**src/rtl/pc_seq_pkg.sv**
```systemverilog
// Shared types and default constants for the fetch-stage PC sequencer.
// Latency: none (types and constants only).
// Backpressure: not applicable.
package pc_seq_pkg;

  // Sequencer FSM encoding, exposed on the debug state port.
  typedef enum logic [1:0] {
    ST_IDLE  = 2'd0,
    ST_RUN   = 2'd1,
    ST_HALT  = 2'd2,
    ST_FAULT = 2'd3
  } pc_state_e;

  // LEGv8 defaults: 64-bit addresses, 4-byte instructions, word alignment.
  localparam int DEF_ADDR_WIDTH = 64;
  localparam int DEF_INC        = 4;
  localparam int DEF_ALIGN_BITS = 2;

endpackage

```
**src/rtl/pc_incrementer.sv**
```systemverilog
// Constant adder producing addr + INC, wrapping modulo 2**WIDTH.
// Latency: combinational.
// Backpressure: none; pure function of addr.
module pc_incrementer
  import pc_seq_pkg::*;
#(
  parameter int WIDTH = DEF_ADDR_WIDTH,
  parameter int INC   = DEF_INC
) (
  input  logic [WIDTH-1:0] addr,
  output logic [WIDTH-1:0] sum
);

  // Increment sized to the datapath so the carry out is simply dropped.
  localparam logic [WIDTH-1:0] INC_W = WIDTH'(INC);

  assign sum = addr + INC_W;

endmodule

```
**src/rtl/pc_sequencer.sv**
```systemverilog
// Fetch-stage PC sequencer: PC register, IMEM handshake, redirect, halt, misalignment fault.
// Latency: redirect visible on pc one cycle after sampling; first fetch one cycle after reset release.
// Backpressure: fetch_req stays high with pc stable until fetch_ready & ~stall, or a redirect.
module pc_sequencer
  import pc_seq_pkg::*;
#(
  parameter int                    ADDR_WIDTH   = DEF_ADDR_WIDTH,
  parameter int                    INC          = DEF_INC,
  parameter int                    ALIGN_BITS   = DEF_ALIGN_BITS,
  parameter logic [ADDR_WIDTH-1:0] RESET_VECTOR = '0
) (
  input  logic                  clk,
  input  logic                  rst_n,
  input  logic                  fetch_ready,
  input  logic                  stall,
  input  logic                  redirect_valid,
  input  logic [ADDR_WIDTH-1:0] redirect_target,
  input  logic                  halt,
  output logic                  fetch_req,
  output logic [ADDR_WIDTH-1:0] pc,
  output logic [ADDR_WIDTH-1:0] pc_plus_inc,
  output logic                  fault,
  output logic [1:0]            state
);

  // Low address bits that must be zero for a legal fetch address.
  localparam logic [ADDR_WIDTH-1:0] ALIGN_MASK = ADDR_WIDTH'((1 << ALIGN_BITS) - 1);

  // Elaboration-time guards against an illegal parameter set.
  if (ALIGN_BITS < 0 || ALIGN_BITS >= ADDR_WIDTH) begin : g_bad_align
    $error("pc_sequencer: ALIGN_BITS out of range");
  end
  if (INC < (1 << ALIGN_BITS) || (INC & (INC - 1)) != 0) begin : g_bad_inc
    $error("pc_sequencer: INC must be a power of two no smaller than the alignment");
  end
  if ((RESET_VECTOR & ALIGN_MASK) != '0) begin : g_bad_vector
    $error("pc_sequencer: RESET_VECTOR is misaligned");
  end

  pc_state_e             state_q;
  logic [ADDR_WIDTH-1:0] pc_q;
  logic                  fault_q;
  logic [ADDR_WIDTH-1:0] pc_next_seq;
  logic                  target_misaligned;
  logic                  accept;

  // Sequential successor, shared adder also used by the branch-target stage.
  pc_incrementer #(
    .WIDTH (ADDR_WIDTH),
    .INC   (INC)
  ) u_inc (
    .addr (pc_q),
    .sum  (pc_next_seq)
  );

  assign target_misaligned = |(redirect_target & ALIGN_MASK);

  // Only RUN presents an address; decoded straight from the state register.
  assign fetch_req = (state_q == ST_RUN);
  assign accept    = fetch_req & fetch_ready & ~stall;

  assign pc          = pc_q;
  assign pc_plus_inc = pc_next_seq;
  assign fault       = fault_q;
  assign state       = state_q;

  // Sequencer FSM with PC and sticky fault registers; redirect outranks halt, halt outranks accept.
  always_ff @(posedge clk or negedge rst_n) begin
    if (!rst_n) begin
      state_q <= ST_IDLE;
      pc_q    <= RESET_VECTOR;
      fault_q <= 1'b0;
    end else begin
      case (state_q)
        ST_IDLE: begin
          // One settling cycle out of reset; all requests are ignored here.
          state_q <= ST_RUN;
        end

        ST_RUN: begin
          if (redirect_valid && target_misaligned) begin
            state_q <= ST_FAULT;
            fault_q <= 1'b1;
          end else if (redirect_valid) begin
            // A taken branch wins even if the pipeline is stalled or halting.
            pc_q <= redirect_target;
          end else if (halt) begin
            state_q <= ST_HALT;
          end else if (accept) begin
            pc_q <= pc_next_seq;
          end
        end

        ST_HALT: begin
          // Only a redirect restarts fetch; halt, stall and fetch_ready are don't-cares.
          if (redirect_valid && target_misaligned) begin
            state_q <= ST_FAULT;
            fault_q <= 1'b1;
          end else if (redirect_valid) begin
            pc_q    <= redirect_target;
            state_q <= ST_RUN;
          end
        end

        ST_FAULT: begin
          // Absorbing: pc keeps the address that preceded the bad redirect for debug.
          state_q <= ST_FAULT;
        end

        default: begin
          state_q <= ST_FAULT;
          fault_q <= 1'b1;
        end
      endcase
    end
  end

  // An un-accepted, un-redirected fetch must hold its address on the next cycle.
  a_fetch_hold : assert property (
    @(posedge clk) disable iff (!rst_n)
      (fetch_req && !accept && !redirect_valid && !halt) |=> (fetch_req && $stable(pc_q))
  );

  // The fault flag and the FAULT state always agree.
  a_fault_state : assert property (
    @(posedge clk) disable iff (!rst_n)
      fault_q == (state_q == ST_FAULT)
  );

endmodule

```
**config.mk**
```make
export PLATFORM = sky130hd
export DESIGN_NAME = pc_sequencer
export DESIGN_NICKNAME = d
export VERILOG_FILES = /design/src/rtl/pc_seq_pkg.sv /design/src/rtl/pc_incrementer.sv /design/src/rtl/pc_sequencer.sv
export SDC_FILE = /design/constraint.sdc
export NUM_CORES = 1
export LEC_CHECK = 0
export ABC_CLOCK_PERIOD_IN_PS = 3140
export CELL_PAD_IN_SITES_DETAIL_PLACEMENT = 1
export CELL_PAD_IN_SITES_GLOBAL_PLACEMENT = 1
export CORE_MARGIN = 4
export CORE_UTILIZATION = 32
export DETAILED_ROUTE_END_ITERATION = 8
export PLACE_DENSITY = 0.77
export SLEW_MARGIN = 5
export SYNTH_ARGS = -nofsm -noshare
export SYNTH_HDL_FRONTEND = slang
export SYNTH_SLANG_ARGS = --single-unit
export TNS_END_PERCENT = 1
```
**constraint.sdc**
```tcl
create_clock -name clk -period 3.14 [get_ports clk]
set_clock_uncertainty 0.15 [all_clocks]
set_input_delay 0.314 -clock clk [delete_from_list [all_inputs] [get_ports clk]]
set_output_delay 0.314 -clock clk [all_outputs]
set_load 0.02 [all_outputs]
```
# Word level (Yosys, flattened, before mapping)
# Cells that the tools add are included.
# op_classes
add_sub_neg	1
n_eq_ne	11
n_mux	13
n_bitwise	3
n_reduce_logical	8
# ops
op	n
64-bit 2-to-1 mux	6
64-bit one-hot mux with 2 select lines	1
64-bit by 3-bit adder with 64-bit output (second input constant)	1
2-bit 2-to-1 mux	5
3-bit by 2-bit != test with 1-bit output (second input constant)	3
2-bit one-hot mux with 4 select lines	1
2-bit != test (second input constant)	3
3-bit != test (second input constant)	2
6-bit AND reduction	1
2-bit equality test (second input constant)	2
2-bit OR reduction	2
3-bit AND reduction	1
1-bit AND	2
2-bit by 1-bit equality test with 1-bit output (second input constant)	1
2-bit logical NOT	1
2-bit AND reduction	1
2-bit nonzero test	1
1-bit logical AND	1
1-bit NOT	1
# totals
regBits	67
in_bits	70
output_inout_bits	132
word_cells	39

# Longest topological paths before layout
# Gate-level depths: netlist (run 1).
# logic_depth
word_depth	8
ltp_mapped	10
mapped_depth_nobuf	7

# Modules after synthesis
# From an unflattened synthesis (run 1), not the netlist that was laid out.
# hier_totals
cells_unflattened	435
hier_area_um2	4765.8
# modules_own_cells
mod	instances	cells_per_inst	area_each_um2	seq_area_each_um2
pc_sequencer	1	230	3400.8	1676.6
pc_incrementer	1	205	1365.1	0.0

# Worst setup path before layout (run 1)
# OpenSTA, ideal clock, no wires.
# synth_timing
path_type	reg2out
from	reg pc_q[3] (netlist: pc[3])
to	out pc_plus_inc[46]
t_arrival_ns	2.487
t_required_ns	2.676
slack_ns	0.189
path_stages_with_launch	7
path_buffers	0
path_cell_list	dfrtp_1 ha_1 nand3_1 nor4_4 nand3_1 or3_1 xnor2_1
# synth_via
elab_chain_cells	1
# synth_rtl
item	line	source
from (decl)	pc_sequencer.sv:41	logic [ADDR_WIDTH-1:0] pc_q;
from (signal assigned)	pc_sequencer.sv:86	pc_q <= redirect_target;
from (signal assigned)	pc_sequencer.sv:90	pc_q <= pc_next_seq;
from (signal assigned)	pc_sequencer.sv:100	pc_q <= redirect_target;
64-bit by 3-bit adder with 64-bit output	pc_incrementer.sv:17	assign sum = addr + INC_W;
to (decl)	pc_sequencer.sv:21	output logic [ADDR_WIDTH-1:0] pc_plus_inc,
# Every way passes these cells.

# Final worst setup path (run 1)
# layout_timing
from	reg pc_q[40] (netlist: pc[40])
to	out pc_plus_inc[61]
# Same word-level chain as after synthesis.

==> results.yml, run 1 <==
run_status:
  status: "finished, final reports clean"
final_layout:
  synthToLayoutAreaGrowth_pct: 58.50
  nNetsFinal: 1011
  n_antenna_cell: 0
  regArea_um2: 1678
  drive_above_1_share_pct: 16.90
  nFillCells: 1987
  multi_input_area_um2: 3468
grt:
  use_met1_pct: 33.30
  grt_overflow: 0
  grt.met2_usage_pct: 47.48
  grt_pass1_wl_um: 40340
  use_met3_pct: 6.355
  grt.total_usage_pct: 27.36
  grt.busiest_layer: "met2"
  grt_max_degree: 68
  grt_pass1_vias: 7267
  antenna_found_initial: 0
setup_path:
  cpPeakStageDelay_ns: 0.44
  worstSetupStartpoint: "pc[40]$_DFFE_PN0P_"
  required_ns: 2.68
  startpoint_type: "flop"
  critical-path-top-delay-family: "simple AND/OR/NAND/NOR gates"
  end_kind: "output pin"
  slowest_stage: "dfrtp_1"
  cp_max_fo: 6
  path_buf_inv: 1
  cp.arrival_ns: 2.67
  crit_type: "reg2out"
  ff2ff_setup_slack_ns: 0.26
  worstSetupEndpoint: "pc_plus_inc[61]"
  r2r-start: "state[0]$_DFFE_PN0P_"
  cpMostUsedCell: "or3_4"
  cp.depth: 6
  reg2reg_depth: 9
  reg2reg_to: "pc[37]$_DFFE_PN0P_"
  path_cells: "nand3_1 > or3_4 > or3_4 > or3_1 > xnor2_1 > clkdlybuf4s15_1"
logic_synthesis:
  synth_top_cell_by_area: "dfrtp_1"
  async_flop_share_pct: 100.0
  netlist_instances: 678
  synth_area_per_cell_um2: 7.956
  syn_nets: 753
  synth_top_area_share_pct: 31.08
  ys.flop_type: "dfrtp_1"
  synth_edf_count: 0
  ys_seq_elements: 67
  yosys_warnings: 0
  synth_area_um2: 5394
  synthDistinctLibCells: 57
  synth.area.top_cells: "dfrtp_1 (31%), xnor2_1 (6.5%), nand3_1 (4.9%)"
  ys_seq_area_share_pct: 31.08
clock_tree:
  cts-root-buf: "clkbuf_16"
  h-tree-depth: 3
  clockBufferDepth: 2
  cts_tree: "yes"
  cts_buffers: 9
  cts.sinks: 67
  clkTransAtPathRegs_ns: 0.05
  clk_latency_ns: 0.35
power_and_ir_drop:
  vdd_drop_max_v: 0.0002103
  p_per_area_nw_per_um2: 229.7
  total_power_mw: 1.963
  power_leakage_nw: 3.783
die:
  die_w_um: 137.8
  core_region_area_um2: 16520
  start_util_pct: 32.64
  die-area_um2: 19000
  rows: 47
  die_h_um: 137.8
  ios: 202
sta:
  min_period_ns: 3.132
  rsz0062_at_grt: "yes"
  setup_slack_ns: 0.007538
  finalCritPeriodShare_pct: 99.76
  tightest_slew_ns: 0.9712
  slew_headroom_pct: 35.26
  slew_violations: 0
  fin_setup_tns_ns: 0
  final_hold_viol_count: 0
  setup_viol: 0
  fmax_mhz: 319.2
worst_hold_path:
  hold_path.class: "reg2reg"
drt:
  drt-pass1-iter-count: 4
  wl_per_cell_um: 22.21
  wirelength_um: 25790
  drtIter0Drc: 431
  num_vias: 6729
  postRouteAntennaNets: 0
  avgViaCountPerCell: 5.796
  drcViolationCount: 0
flow_run:
  cap_viol_max_count: 0
placed_design:
  io_buffers: 201
  globalplace.congestion: 0.9185
  hpwl_um: 19970
  place_ws_ns: 0.001857
==> synthesized netlist by cell type (17+ instances only) <==
master     number
a21oi_1        43
a2bb2oi_1      17
and3_1         18
clkbuf_1       47
dfrtp_1        67
nand2_1        64
nand3_1        53
nand4_1        37
nor2_1         35
nor3_1         25
o21ai_0        28
o22ai_1        17
xnor2_1        40
xor2_1         20
==> timing repair <==
item / in CTS / in global routing
endpoints found under the setup margin: 46 / 31
pin swaps: 3 / 5
hold endpoints to repair: 10 / 0
hold buffers: 1 / 0
setup buffers: 0 / 2
resized for setup: 52 / 34
==> power breakdown <==
part / leakage, nW / switching [mW] / internal [mW]
combinational: 2.74 / 0.0852 / 0.0966
sequential: 0.914 / 0 / 0.864
clock: 0.127 / 0.387 / 0.531
==> final cells by class <==
| cell class | instances | area share [%] |
|---|---|---|
| multi-input combinational | 536 | 40.57 |
| sequential | 67 | 19.63 |
| timing repair buffer | 313 | 33.21 |
| clock inverter | 3 | 0.1756 |
| tap | 220 | 3.220 |
| inverter | 9 | 0.3951 |
| clock buffer | 13 | 2.810 |
==> flip-flops by register name, indices dropped and copies added, names as in the netlist <==
name / count
pc: 64
state: 2
fault: 1
==> worst min-delay path by stage <==
stage / depth (start not counted) / startpoint / end
final: 1 / fault$_DFFE_PN0P_ / fault$_DFFE_PN0P_
after global routing: 1 / fault$_DFFE_PN0P_ / fault$_DFFE_PN0P_
after CTS: 1 / fault$_DFFE_PN0P_ / fault$_DFFE_PN0P_
after detailed placement: 1 / fault$_DFFE_PN0P_ / fault$_DFFE_PN0P_
after global placement: 1 / fault$_DFFE_PN0P_ / fault$_DFFE_PN0P_
after floorplan: 0 / rst_n / fault$_DFFE_PN0P_
==> cells in the final DEF (no fill, tap or decap), types with 4 or more instances in the layout <==
cell type and instances:
buf_4 108, ha_1 5, buf_12 4, or3_1 12, o21ai_0 28, o211ai_1 11
mux2i_1 7, o311ai_0 4, a22oi_1 10, and4_1 4, inv_1 9, and2_1 7
clkbuf_2 10, a21oi_1 43, xnor2_1 39, clkdlybuf4s50_1 153, or4_1 14, xor2_1 20
clkdlybuf4s15_1 6, clkbuf_16 9, dlygate4sd2_1 22, nand4b_1 4, dfrtp_1 66, nand2_1 64
clkbuf_1 4, nand3_1 52, nor4_1 13, nand4_1 37, nor2_1 32, a31oi_1 4
dlymetal6s2s_1 7, and3_1 18, a2bb2oi_1 17, nor3_1 23, o22ai_1 17
==> metal layers <==
metal | part of all wire [%] | up-vias
met1 | 41 | 3397
met3 | 6.2 | 47
met5 | 0 | -
met2 | 50 | 224
met4 | 2.7 | 0
li1 | - | 3061
==> per-stage QoR <==
step	cell area, um^2	cells	util, %	hold WS (ns)
3_5_place_dp	8298	1142	50.22	0.2955
6_report	8549	1161	51.74	0.3114
2_1_floorplan	5394	678	-	-0.1316
5_1_grt	8549	1161	51.74	0.3413
4_1_cts	8543	1159	51.70	0.3217
3_3_place_gp	8298	1142	50.22	0.3012
==> logic make-up after synthesis <==
kind of cell	count (synthesis)	synth area share (%)
AND/OR/NAND/NOR	306	31.71
flip-flops	67	31.08
XOR/XNOR	60	9.743
adder cells (fa/ha/maj)	5	1.160
multiplexers	7	1.299
buffers and inverters	75	5.706
AO/OA/AOI/OAI	158	19.30
Power figures use the tool's default switching activity.
==> inputs of run 2 (changes only) <==
--- a/config.mk
+++ b/config.mk
@@ -8,7 +8,7 @@
 export ABC_CLOCK_PERIOD_IN_PS = 3140
 export CELL_PAD_IN_SITES_DETAIL_PLACEMENT = 1
 export CELL_PAD_IN_SITES_GLOBAL_PLACEMENT = 1
-export CORE_MARGIN = 4
+export CORE_MARGIN = 3
 export CORE_UTILIZATION = 32
 export DETAILED_ROUTE_END_ITERATION = 8
 export PLACE_DENSITY = 0.77
==> run 2 against run 1 <==
Combinational power barely moved. The run now ends with negative hold slack, negative setup slack left. Worst hold slack got worse by 0.35 ns. Routed wire length rose by 1.5%. Maximum frequency fell by 0.56%. Via count barely moved. Highest routed layer unchanged. First-iteration DRC count rose by 6.7%. Global-route usage rose by 0.80 points. Utilization rose by 1.9 points. Clock power rose by 26%. Largest cell class unchanged. Sequential power barely moved. Non-clock buffer count rose by 2.
==> results.yml, run 2 (synthesis gave the netlist of run 1 again) <==
power_and_ir_drop:
  power_leakage_nw: 3.902
  vdd_drop_max_v: 0.0002732
  p_per_area_nw_per_um2: 254.6
  total_power_mw: 2.207
sta:
  tightest_slew_ns: 0.9668
  setup_slack_ns: -0.01021
  min_period_ns: 3.150
  fin_setup_tns_ns: -0.01021
  rsz0062_at_grt: "yes"
  slew_violations: 0
  final_hold_viol_count: 49
  timing.hold.ws_ns: -0.03795
  setup_viol: 1
  fmax_mhz: 317.4
  slew_headroom_pct: 35.54
  finalCritPeriodShare_pct: 100.3
setup_path:
  reg2reg_depth: 8
  cp.arrival_ns: 2.69
  path_cells: "nand4_1 > buf_4 > or4_4 > nor4b_4 > xor2_1 > dlygate4sd2_1"
  end_kind: "output pin"
  reg2reg_to: "pc[54]$_DFFE_PN0P_"
  slowest_stage: "or4_4"
  ff2ff_setup_slack_ns: 0.26
  crit_type: "reg2out"
  required_ns: 2.68
  critical-path-top-delay-family: "simple AND/OR/NAND/NOR gates"
  cp_max_fo: 4
  startpoint_type: "flop"
  r2r-start: "state[0]$_DFFE_PN0P_"
  cpPeakStageDelay_ns: 0.52
  path_buf_inv: 2
grt:
  grt.total_usage_pct: 28.16
  grt_max_degree: 68
  antenna_found_initial: 0
  grt_pass1_wl_um: 40800
  grt_pass1_vias: 7305
  grt_overflow: 0
final_layout:
  largest_reg_flops: 64
  design_area_um2: 8668
  layout_common_cells: "clkdlybuf4s50_1 (151), buf_4 (112), nand2_1 (64), dfrtp_1 (63), nand3_1 (53)"
  postLayoutCoreUtil_pct: 53.60
  fin_cells: 1159
  layout_commonest_cell: "clkdlybuf4s50_1"
  synthToLayoutAreaGrowth_pct: 60.71
  n_antenna_cell: 0
  nNetsFinal: 1013
  drive_above_1_share_pct: 17.39
  nFillCells: 1931
placed_design:
  dp.cells: 1134
  post_dp_cell_area_um2: 8250
  hpwl_um: 19640
  io_buffers: 201
  globalplace.congestion: 0.9094
  place_ws_ns: -0.1192
clock_tree:
  cts_buffers: 9
  clk_latency_ns: 0.35
  ctsHoldBuffers: 0
  cts_tree: "yes"
  clkTransAtPathRegs_ns: 0.06
  clockBufferDepth: 2
  cts-root-buf: "clkbuf_16"
  h-tree-depth: 3
  cts.sinks: 67
die:
  rows: 46
  start_util_pct: 33.35
  die-area_um2: 18450
  ios: 202
  die_w_um: 135.8
  die_h_um: 135.8
  core_region_area_um2: 16170
drt:
  drtIter0Drc: 460
  route.met2.wl_um: 13060
  num_vias: 6727
  wl_met1_um: 10690
  postRouteAntennaNets: 0
  drt-pass1-iter-count: 5
  top_layer_used: "met4"
  wl_met3_um: 1742
  drcViolationCount: 0
  wl_per_cell_um: 22.59
  avgViaCountPerCell: 5.804
  wirelength_um: 26190
run_status:
  status: "finished, violations left"
  violations: "negative hold slack, negative setup slack"
worst_hold_path:
  hold_path.class: "in2async"
flow_run:
  cap_viol_max_count: 0
==> run 2: worst max-delay path by stage <==
stage                                   from         endpoint  cells past startpoint
after CTS                  pc[3]$_DFFE_PN0P_  pc_plus_inc[50]                      7
after global placement     pc[3]$_DFFE_PN0P_  pc_plus_inc[36]                      9
final                     pc[13]$_DFFE_PN0P_  pc_plus_inc[52]                      6
after global routing      pc[22]$_DFFE_PN0P_  pc_plus_inc[61]                      8
after floorplan            pc[3]$_DFFE_PN0P_  pc_plus_inc[46]                      6
after detailed placement   pc[3]$_DFFE_PN0P_  pc_plus_inc[36]                      9
==> run 2: timing repair <==
item | CTS | global route
gates resized for setup | 42 | 38
setup endpoints to repair | 47 | 38
setup buffers | 8 | 1
gates cloned | 0 | 0
hold endpoints to repair | 0 | 0
pin swaps | 7 | 6
==> run 2: area by class of cell <==
| class | count | area [um^2] | area share (%) |
|---|---|---|---|
| clock buffers | 12 | 256.5 | 2.959 |
| repair buffers | 315 | 2870 | 33.11 |
| well taps | 216 | 270.3 | 3.118 |
| clock inverters | 4 | 72.57 | 0.8372 |
| multi-input cells | 536 | 3483 | 40.18 |
| flip-flops and latches | 67 | 1682 | 19.40 |
| inverters | 9 | 33.78 | 0.3897 |
==> run 2: metal layers <==
layer	global-route usage, %	vias up
met5	0	-
met4	9.462	0
met3	6.403	41
met2	49.42	251
met1	34.02	3370
li1	-	3065
==> run 2: power by group <==
part	leakage, nW	total, mW	switching (mW)	internal (mW)
Sequential	0.909	0.863	0	0.863
Clock	0.159	1.16	0.420	0.738
Combinational	2.83	0.185	0.0880	0.0975
Total	3.90	2.21	0.508	1.70
==> run 2: worst register-to-register path: cells and delay by family (launching register included) <==
family          cells  cell delay (ns)
simple gates        2             0.20
compound gates      2             0.85
fa+ha+maj           1             0.41
buf+inv             3             0.73
flops               1             0.43
==> inputs of run 3 (changes only) <==
--- a/config.mk
+++ b/config.mk
@@ -5,13 +5,14 @@
 export SDC_FILE = /design/constraint.sdc
 export NUM_CORES = 1
 export LEC_CHECK = 0
+export ABC_AREA = 1
 export ABC_CLOCK_PERIOD_IN_PS = 3140
 export CELL_PAD_IN_SITES_DETAIL_PLACEMENT = 1
 export CELL_PAD_IN_SITES_GLOBAL_PLACEMENT = 1
 export CORE_MARGIN = 3
-export CORE_UTILIZATION = 32
+export CORE_UTILIZATION = 31
 export DETAILED_ROUTE_END_ITERATION = 8
-export PLACE_DENSITY = 0.77
+export PLACE_DENSITY = 0.79
 export SLEW_MARGIN = 5
 export SYNTH_ARGS = -nofsm -noshare
 export SYNTH_HDL_FRONTEND = slang
==> run 3 against run 2 <==
The flow now finishes without violations. Register-to-register slack gained 0.63 ns. Design area shrank 4.0%. Sequential cell count is the same. Routed wire length shrank 8.0%. Critical endpoint is now pc_plus_inc[57].
==> results.yml, run 3 <==
logic_synthesis:
  synth_area_per_cell_um2: 6.138
  synthDistinctLibCells: 35
  synth_common_cells: "nand2_1 (330), nor2_1 (204), inv_1 (77)"
  ys.flop_type: "dfrtp_1"
  synth_area_um2: 5610
  synth_edf_count: 0
  syn_nets: 989
  async_flop_share_pct: 100.0
  synth_top_area_share_pct: 29.88
  netlist_instances: 914
  synth.most_common_cell: "nand2_1"
  ys_seq_area_share_pct: 29.88
  synth.area.top_cells: "dfrtp_1 (30%), nand2_1 (22%), nor2_1 (14%)"
  synth_top_cell_by_area: "dfrtp_1"
  ys_seq_elements: 67
  yosys_warnings: 0
grt:
  use_met3_pct: 4.575
  grt_pass1_vias: 6854
  grt.busiest_layer: "met2"
  antenna_found_initial: 0
  grt.met2_usage_pct: 38.38
  grt.total_usage_pct: 24.33
  grt_overflow: 0
  grt_pass1_wl_um: 38250
  grt_max_degree: 54
  use_met1_pct: 33.89
die:
  die-area_um2: 19750
  die_h_um: 140.5
  start_util_pct: 32.10
  rows: 48
  die_w_um: 140.5
  core_region_area_um2: 17480
  ios: 202
worst_hold_path:
  hold_path.class: "reg2reg"
clock_tree:
  clkTransAtPathRegs_ns: 0.06
  cts-root-buf: "clkbuf_16"
  cts_buffers: 9
  cts.sinks: 67
  h-tree-depth: 3
  clockBufferDepth: 2
  post_cts_buffers: 0
  cts_tree: "yes"
  clk_latency_ns: 0.35
setup_path:
  r2r-start: "state[0]$_DFFE_PN0P_"
  path_cells: "nand2_1 > nor2_1 > nand2_1 > nor2_2 > nand2_1 > nor2_1 > nand2_1 > nand2_1 > clkdlybuf4s50_1"
  reg2reg_depth: 10
  cpMostUsedCell: "nand2_1"
  required_ns: 2.68
  reg2reg_to: "pc[2]$_DFFE_PN0P_"
  slowest_stage: "clkdlybuf4s50_1"
  ff2ff_setup_slack_ns: 0.89
  end_kind: "output pin"
  worstSetupStartpoint: "pc[40]$_DFFE_PN0P_"
  cpPeakStageDelay_ns: 0.61
  startpoint_type: "flop"
  crit_type: "reg2out"
  cp_max_fo: 6
  worstSetupEndpoint: "pc_plus_inc[57]"
  cp.arrival_ns: 2.61
power_and_ir_drop:
  power_leakage_nw: 4.089
  swShare_pct: 50.28
  seqPwrFrac_pct: 23.5
  total_power_mw: 8.529
  p_int_mw: 4.240
  vdd_drop_max_v: 0.0004766
  clkPwrFrac_pct: 13.3
  switching_power_mw: 4.289
  p_comb_share_pct: 63.2
  p_per_area_nw_per_um2: 1025
flow_run:
  cap_viol_max_count: 0
run_status:
  status: "finished, final reports clean"
final_layout:
  largest_reg_flops: 64
  drive_above_1_share_pct: 8.423
  nFillCells: 2308
  nNetsFinal: 1186
  synthToLayoutAreaGrowth_pct: 48.28
  n_antenna_cell: 0
  layout_common_cells: "nand2_1 (329), nor2_1 (192), clkdlybuf4s50_1 (182), inv_1 (77), dfrtp_1 (64)"
  layout_commonest_cell: "nand2_1"
sta:
  final_hold_viol_count: 0
  setup_viol: 0
  fmax_mhz: 325.4
  fin_setup_tns_ns: 0
  tightest_slew_ns: 0.7944
  finalCritPeriodShare_pct: 97.89
  rsz0062_at_grt: "yes"
  slew_violations: 0
  slew_headroom_pct: 47.04
  min_period_ns: 3.074
drt:
  num_vias: 6608
  drcViolationCount: 0
  wirelength_um: 24080
  drtIter0Drc: 340
  postRouteAntennaNets: 0
  avgViaCountPerCell: 4.928
  wl_per_cell_um: 17.96
  drt-pass1-iter-count: 5
placed_design:
  io_buffers: 201
  hpwl_um: 19200
  globalplace.congestion: 1.012
==> run 3: how the worst min path moves through the flow <==
stage / from / endpoint / slack [ns] / depth (start not counted)
6_report: fault$_DFFE_PN0P_ / fault$_DFFE_PN0P_ / 0.31 / 1
4_1_cts: fault$_DFFE_PN0P_ / fault$_DFFE_PN0P_ / 0.32 / 1
3_5_place_dp: rst_n / pc[48]$_DFFE_PN0P_ / 0.29 / 1
2_1_floorplan: rst_n / fault$_DFFE_PN0P_ / -0.13 / 0
3_3_place_gp: fault$_DFFE_PN0P_ / fault$_DFFE_PN0P_ / 0.29 / 1
5_1_grt: fault$_DFFE_PN0P_ / fault$_DFFE_PN0P_ / 0.34 / 1
==> run 3: area by class of cell <==
type                       count  area (um^2)  area share (%)
timing repair buffer         214         2177           26.17
multi-input combinational    741         3560           42.79
inverter                      78        292.8           3.519
clock inverter                 6        88.84           1.068
tap                          225        281.5           3.384
sequential                    67         1680           20.20
clock buffer                  10        239.0           2.873
==> run 3: through the flow <==
stage / util [%] / std cells / setup slack [ns] / hold slack, ns / instance area, um^2
final: 47.60 / 1341 / 0.06640 / 0.3102 / 8319
after global routing: 47.60 / 1341 / -0.1207 / 0.3367 / 8319
after CTS: 47.06 / 1341 / 0.001529 / 0.3201 / 8225
after detailed placement: 45.12 / 1324 / 0.3215 / 0.2942 / 7885
after global placement: 45.12 / 1324 / 0.3152 / 0.2946 / 7885
after floorplan: - / 914 / 0.9840 / -0.1316 / 5610
==> run 3: what timing repair did <==
| action | in CTS | in global routing |
|---|---|---|
| endpoints found under the hold margin | 29 | 0 |
| hold buffers | 1 | 0 |
| setup endpoints to repair | 2 | 31 |
| gates resized for setup | 1 | 36 |
| pin swaps | 0 | 1 |
==> run 3: layer usage <==
metal / share of wire [%] / up-vias / wire length (um)
met5: 0 / - / 0
met4: 2.1 / 0 / 507
met3: 5.7 / 28 / 1375
met2: 46 / 196 / 11050
met1: 46 / 3160 / 11150
li1: - / 3224 / -
==> run 3: critical path, delay by kind of cell, from the launching register on <==
| kind | cells | cell delay [ns] |
|---|---|---|
| flip-flops | 1 | 0.48 |
| buffers and inverters | 1 | 0.61 |
| AND/OR/NAND/NOR | 8 | 1.18 |
==> run 3: power by group through the flow <==
stage	logic, mW	clock network (mW)	registers [mW]
global placement	5.36	0	1.97
floorplan	2.58	0	2.27
detailed placement	5.43	0	1.99
global route	5.88	1.19	2.08
finish	5.39	1.14	2.00
CTS	5.47	1.16	1.99
==> run 3: kinds of logic (layout without fill, tap and decap cells) <==
family,count (synthesis),count (layout),share of synthesized area (%)
compound gates,79,79,7.895
xor+xnor,30,30,5.754
fa+ha+maj,5,5,1.115
buf+inv,106,308,7.649
flops,67,67,29.88
simple gates,627,627,47.70
